==> src/rtl/act_stream_ctrl.sv <==
// act_stream_ctrl: streams a Q4.12 vector from a source buffer through the
// pipelined sigmoid unit and writes the activations to a destination buffer.
// Optional feature macro: ACT_STREAM_CLAMP_EN (clamps written data to 0x0000..0x1000).
module act_stream_ctrl #(
    parameter int unsigned ADDR_W = 6
) (
    input  logic              clk,
    input  logic              rst_n,
    input  logic              start_i,
    input  logic [ADDR_W:0]   len_i,
    input  logic [ADDR_W-1:0] src_base_i,
    input  logic [ADDR_W-1:0] dst_base_i,
    output logic              busy_o,
    output logic              done_o,
    output logic              src_rd_en_o,
    output logic [ADDR_W-1:0] src_addr_o,
    input  logic [15:0]       src_rd_data_i,
    output logic              act_en_o,
    output logic [15:0]       act_din_o,
    input  logic [15:0]       act_dout_i,
    input  logic              act_valid_i,
    output logic              dst_wr_en_o,
    output logic [ADDR_W-1:0] dst_addr_o,
    output logic [15:0]       dst_data_o
);

    localparam int unsigned DATA_W = 16;
    localparam int unsigned CNT_W  = ADDR_W + 1;

    typedef enum logic [1:0] {
        S_IDLE   = 2'd0,
        S_ISSUE  = 2'd1,
        S_DRAIN  = 2'd2,
        S_FINISH = 2'd3
    } state_e;

    state_e              state_q, state_d;
    logic [CNT_W-1:0]    len_q, len_d;
    logic [ADDR_W-1:0]   src_base_q, src_base_d;
    logic [ADDR_W-1:0]   dst_base_q, dst_base_d;
    logic [CNT_W-1:0]    rd_cnt_q, rd_cnt_d;
    logic [CNT_W-1:0]    wr_cnt_q, wr_cnt_d;
    logic                busy_q, busy_d;
    logic                done_q, done_d;
    logic                src_rd_en_q, src_rd_en_d;
    logic [ADDR_W-1:0]   src_addr_q, src_addr_d;
    logic                act_en_q;
    logic                dst_wr_en_q, dst_wr_en_d;
    logic [ADDR_W-1:0]   dst_addr_q, dst_addr_d;
    logic [DATA_W-1:0]   dst_data_q, dst_data_d;
    logic [DATA_W-1:0]   act_proc;

`ifdef ACT_STREAM_CLAMP_EN
    // Clamp the sigmoid result into the nominal 0.0..1.0 Q4.12 range
    always_comb begin
        act_proc = act_dout_i;
        if (act_dout_i[DATA_W-1]) begin
            act_proc = '0;
        end else if (act_dout_i > DATA_W'(16'h1000)) begin
            act_proc = DATA_W'(16'h1000);
        end
    end
`else
    assign act_proc = act_dout_i;
`endif

    // State register and all registered outputs
    always_ff @(posedge clk or negedge rst_n) begin
        if (!rst_n) begin
            state_q     <= S_IDLE;
            len_q       <= '0;
            src_base_q  <= '0;
            dst_base_q  <= '0;
            rd_cnt_q    <= '0;
            wr_cnt_q    <= '0;
            busy_q      <= 1'b0;
            done_q      <= 1'b0;
            src_rd_en_q <= 1'b0;
            src_addr_q  <= '0;
            act_en_q    <= 1'b0;
            dst_wr_en_q <= 1'b0;
            dst_addr_q  <= '0;
            dst_data_q  <= '0;
        end else begin
            state_q     <= state_d;
            len_q       <= len_d;
            src_base_q  <= src_base_d;
            dst_base_q  <= dst_base_d;
            rd_cnt_q    <= rd_cnt_d;
            wr_cnt_q    <= wr_cnt_d;
            busy_q      <= busy_d;
            done_q      <= done_d;
            src_rd_en_q <= src_rd_en_d;
            src_addr_q  <= src_addr_d;
            act_en_q    <= src_rd_en_q;
            dst_wr_en_q <= dst_wr_en_d;
            dst_addr_q  <= dst_addr_d;
            dst_data_q  <= dst_data_d;
        end
    end

    // Next-state, read issue and write-back logic
    always_comb begin
        state_d     = state_q;
        len_d       = len_q;
        src_base_d  = src_base_q;
        dst_base_d  = dst_base_q;
        rd_cnt_d    = rd_cnt_q;
        wr_cnt_d    = wr_cnt_q;
        src_rd_en_d = 1'b0;
        src_addr_d  = src_addr_q;
        dst_wr_en_d = 1'b0;
        dst_addr_d  = dst_addr_q;
        dst_data_d  = dst_data_q;

        unique case (state_q)
            S_IDLE: begin
                if (start_i) begin
                    len_d      = len_i;
                    src_base_d = src_base_i;
                    dst_base_d = dst_base_i;
                    rd_cnt_d   = '0;
                    wr_cnt_d   = '0;
                    if (len_i == '0) begin
                        state_d = S_FINISH;
                    end else begin
                        // First read goes out on the same edge that leaves IDLE
                        src_rd_en_d = 1'b1;
                        src_addr_d  = src_base_i;
                        rd_cnt_d    = CNT_W'(1);
                        state_d     = (len_i == CNT_W'(1)) ? S_DRAIN : S_ISSUE;
                    end
                end
            end
            S_ISSUE: begin
                src_rd_en_d = 1'b1;
                src_addr_d  = src_base_q + ADDR_W'(rd_cnt_q);
                rd_cnt_d    = rd_cnt_q + CNT_W'(1);
                if (rd_cnt_q == CNT_W'(len_q - CNT_W'(1))) begin
                    state_d = S_DRAIN;
                end
            end
            S_DRAIN: begin
                // wr_cnt reaches len once the final write is on the outputs
                if (wr_cnt_q == len_q) begin
                    state_d = S_FINISH;
                end
            end
            S_FINISH: begin
                state_d = S_IDLE;
            end
            default: begin
                state_d = S_IDLE;
            end
        endcase

        // Results arriving in IDLE are stale pipeline contents and are dropped
        if (act_valid_i && (state_q != S_IDLE)) begin
            dst_wr_en_d = 1'b1;
            dst_addr_d  = dst_base_q + ADDR_W'(wr_cnt_q);
            dst_data_d  = act_proc;
            wr_cnt_d    = wr_cnt_q + CNT_W'(1);
        end
    end

    // Status flags follow the state being entered
    always_comb begin
        busy_d = (state_d == S_ISSUE) || (state_d == S_DRAIN);
        done_d = (state_d == S_FINISH);
    end

    assign busy_o      = busy_q;
    assign done_o      = done_q;
    assign src_rd_en_o = src_rd_en_q;
    assign src_addr_o  = src_addr_q;
    assign act_en_o    = act_en_q;
    assign act_din_o   = act_en_q ? src_rd_data_i : '0;
    assign dst_wr_en_o = dst_wr_en_q;
    assign dst_addr_o  = dst_addr_q;
    assign dst_data_o  = dst_data_q;

endmodule
==> config.mk <==
export PLATFORM = sky130hd
export DESIGN_NAME = act_stream_ctrl
export DESIGN_NICKNAME = d
export VERILOG_FILES = /design/src/rtl/act_stream_ctrl.sv
export SDC_FILE = /design/constraint.sdc
export NUM_CORES = 1
export LEC_CHECK = 0
export ABC_CLOCK_PERIOD_IN_PS = 2900
export CAP_MARGIN = 30
export CORE_MARGIN = 3
export CORE_UTILIZATION = 48
export DETAILED_ROUTE_END_ITERATION = 10
export GPL_TIMING_DRIVEN = 0
export MAX_ROUTING_LAYER = met4
export PLACE_DENSITY = 0.9
export SLEW_MARGIN = 40
export SYNTH_ARGS = -nofsm -noshare
export SYNTH_HDL_FRONTEND = slang
export SYNTH_SLANG_ARGS = --single-unit
==> constraint.sdc <==
create_clock -name clk -period 2.9 [get_ports clk]
set_input_delay 0.435 -clock clk [delete_from_list [all_inputs] [get_ports clk]]
set_output_delay 0.435 -clock clk [all_outputs]
set_load 0.05 [all_outputs]
==> impl_metrics.toml <==
[critical_path]
crit_path_end_kind = "register"
start_kind = "register"
cp.required_ns = 3.14
worst_ep_arrival_time_ns = 2.92
cp_max_fo = 7
path_class = "reg -> reg"

[power]
p_leak_uw = 0.00226
p_clk_share_pct = 14.8
max-vdd-ir-drop_uv = 790
swShare_pct = 47.3
pwr-share-seq_pct = 28.8
cellPowerDensity_nw_per_um2 = 1190
p_comb_share_pct = 56.4
power.switching_uw = 2750
power.total_uw = 5820
p_int_uw = 3070

[route]
drt_iter0_markers = 88
routedWlPerCell_um = 15.5
drt_first_pass_iters = 6
ant_nets = 0
drc = 0
wirelength_mm = 9.37
via_count = 3196
avgViaCountPerCell = 5.28

[floorplan]
die_h_um = 91.7
die_w_um = 91.7
core_area_um2 = 6940
initial_core_util_pct = 50.7
io_pins = 104
fp.dieArea_um2 = 8400
row_count = 30

[finish]
drive_gt1_share_pct = 4.72
stdcell_area_um2 = 4910
final_util_pct = 70.7
area_growth_pct = 39.3
nets = 575
antenna_cells = 0
final-instance-count-excl-fill = 605

[timing]
min_period_ns = 2.69
timing.setup.tns_ns = 0
max_freq_ghz = 0.372
fin_worst_skew_ns = 0.00914
maxSlewHeadroom_pct = 54.9
finalCritPeriodShare_pct = 92.7
drv_slew = 0
worst_slew_pin_slew_ns = 0.674
hold_violations = 0
setup_viol = 0
rsz0062_at_grt = "false"

[logic_synthesis]
avgSynthCellArea_um2 = 9.06
synth_cells = 389
synthDistinctLibCells = 38
yosysWarnings = 0
syn_nets = 460
syn_area_um2 = 3520
ys_ff_latch = 68
synth-seq-area-share_pct = 48.3

[cts]
cts-resized-gates = 0
htree_levels = 3
cts_tree = "done"
path_clk_slew_ns = 0.08
postCtsSetupBuffers = 0
cts.sinks = 68
numCtsBuffers = 9
clk_path_buf_depth = 2
worstSkewPairLatency_ns = 0.35
hold_buffers = 0
cts_root_buffer = "clkbuf_8"

[run]
maxCapViolations = 0

[place]
placed_cells = 589
placed_area_um2 = 4690
dp_hpwl_mm = 6.93
port_buffers = 103
gp_congestion = 0.869

[global_routing]
grt_max_degree = 40
grt_use_total_pct = 24.0
antenna_found_initial = 0
gr-total-overflow = 0
grt_pass1_wl_mm = 15.6
grt_pass1_vias = 3312

[status]
status = "finished clean"

[worst_hold_path]
hp-class = "in -> async"
[cell usage after synthesis]
master,instances,share of area (%)
nor4_1,2,0.36
o21bai_1,1,0.21
mux2i_1,10,2.8
a31oi_1,4,0.71
o31ai_1,3,0.64
o41ai_1,1,0.25
and2_1,18,3.2
xnor3_1,1,0.64
o21ai_0,26,3.7
nor2_1,7,0.75
dfrtp_1,68,48
xnor2_1,16,4.0
a21o_1,6,1.3
clkbuf_1,16,1.7
nand4_1,6,1.1
a311oi_1,1,0.25
a41o_1,1,0.28
or2_2,2,0.36
a211o_1,1,0.25
buf_2,2,0.28
a21oi_1,10,1.4
buf_6,1,0.32
or3b_2,1,0.25
ha_1,14,5.0
xor2_1,5,1.2
or4_1,3,0.64
nand2b_1,3,0.53
or3_1,1,0.18
o211ai_1,6,1.3
fa_1,2,1.1
nand3_1,7,0.99
inv_1,14,1.5
nor2b_1,2,0.36
nor3_1,4,0.57
and3_1,1,0.18
nand2_1,121,13
a22o_1,1,0.25
o21ba_2,1,0.28
[power groups by stage]
stage	sequential, uW	combinational, uW	clock (uW)
after floorplan	2330	1580	0
after global placement	1660	3140	0
after detailed placement	1690	3270	0
after CTS	1680	3290	865
after global routing	1740	3550	908
final	1680	3280	860
[critical path, stage by stage, from the launching register on]
cell and delay [ns]:
dfrtp_1 0.36, clkbuf_1 0.17, inv_1 0.10, ha_1 0.14, clkbuf_1 0.30, nand2b_1 0.08, or4_1 0.40, a31oi_1 0.21
o211ai_1 0.17, a211o_1 0.35, ha_1 0.29
[cell families (layout without fill, tap and decap cells)]
| family | after synthesis | in the layout | share of synthesized area (%) |
|---|---|---|---|
| buf+inv | 33 | 153 | 3.80 |
| compound gates | 62 | 62 | 10.8 |
| xor+xnor | 22 | 22 | 5.86 |
| fa+ha+maj | 16 | 16 | 6.11 |
| mux | 10 | 10 | 2.84 |
| simple gates | 178 | 178 | 22.3 |
| flops | 68 | 68 | 48.3 |
[placed cells by master (no fill, tap or decap), drive strengths merged, types with 2 or more instances in the layout]
| cell type | netlist | layout |
|---|---|---|
| a31oi | 4 | 4 |
| nand4 | 6 | 6 |
| clkdlybuf4s50 | 0 | 102 |
| a21oi | 10 | 10 |
| a21o | 6 | 6 |
| fa | 2 | 2 |
| bufinv | 0 | 2 |
| nor3 | 4 | 4 |
| o211ai | 6 | 6 |
| xnor2 | 16 | 16 |
| nand2b | 3 | 3 |
| nor2b | 2 | 2 |
| nor4 | 2 | 2 |
| o21ai | 26 | 26 |
| clkinv | 0 | 2 |
| clkinvlp | 0 | 2 |
| or2 | 2 | 2 |
| inv | 14 | 14 |
| ha | 14 | 14 |
| nor2 | 7 | 7 |
| nand3 | 7 | 7 |
| clkbuf | 16 | 26 |
| mux2i | 10 | 10 |
| xor2 | 5 | 5 |
| nand2 | 121 | 121 |
| dfrtp | 68 | 68 |
| or4 | 3 | 3 |
| o31ai | 3 | 3 |
| buf | 3 | 5 |
| and2 | 18 | 18 |
[per-stage QoR]
step	setup slack (ns)	hold slack [ns]
2_1_floorplan	0.530	0.139
3_3_place_gp	-0.798	0.358
3_5_place_dp	0.249	0.364
4_1_cts	0.237	0.0156
5_1_grt	0.0559	0.0302
6_report	0.211	0.00752
[registers in the layout, indices dropped and copies added, names as in the netlist]
name	flops
wr_cnt_q	7
rd_cnt_q	7
done_o	1
dst_addr_o	6
busy_o	1
dst_wr_en_o	1
state_q	2
src_rd_en_o	1
src_base_q	6
len_q	7
act_en_o	1
src_addr_o	6
dst_data_o	16
dst_base_q	6
[layout make-up]
class,count,area [um^2]
Multi-Input combinational cell,288,1690
Clock inverter,6,88.8
Fill cell,499,2040
Buffer,19,81.3
Timing Repair Buffer,104,1050
Inverter,14,52.6
Tap cell,96,120
Clock buffer,10,128
Sequential cell,68,1700
[worst paths after layout]
kind | from | end | slack, ns | cells after the start
setup / recovery | len_q[0] | busy_o | 0.21 | 10
min in group clk | src_rd_en_o | act_en_o | 0.39 | 0
hold / removal | rst_n | dst_addr_o[3] | 0.008 | 1
hold reg to reg | src_rd_en_o | act_en_o | 0.39 | 0
max in group asynchronous | rst_n | act_en_o | 2.36 | 2
setup reg to reg | len_q[0] | busy_o | 0.21 | 10
[metal layers]
layer / up-vias / track usage (%) / share of wire (%)
met4: 0 / 7.91 / 1.6
met2: 107 / 40.6 / 51
met1: 1543 / 28.7 / 42
met5: - / - / 0
met3: 16 / 5.17 / 5.8
li1: 1530 / - / -
(Power assumes the default switching activity.)
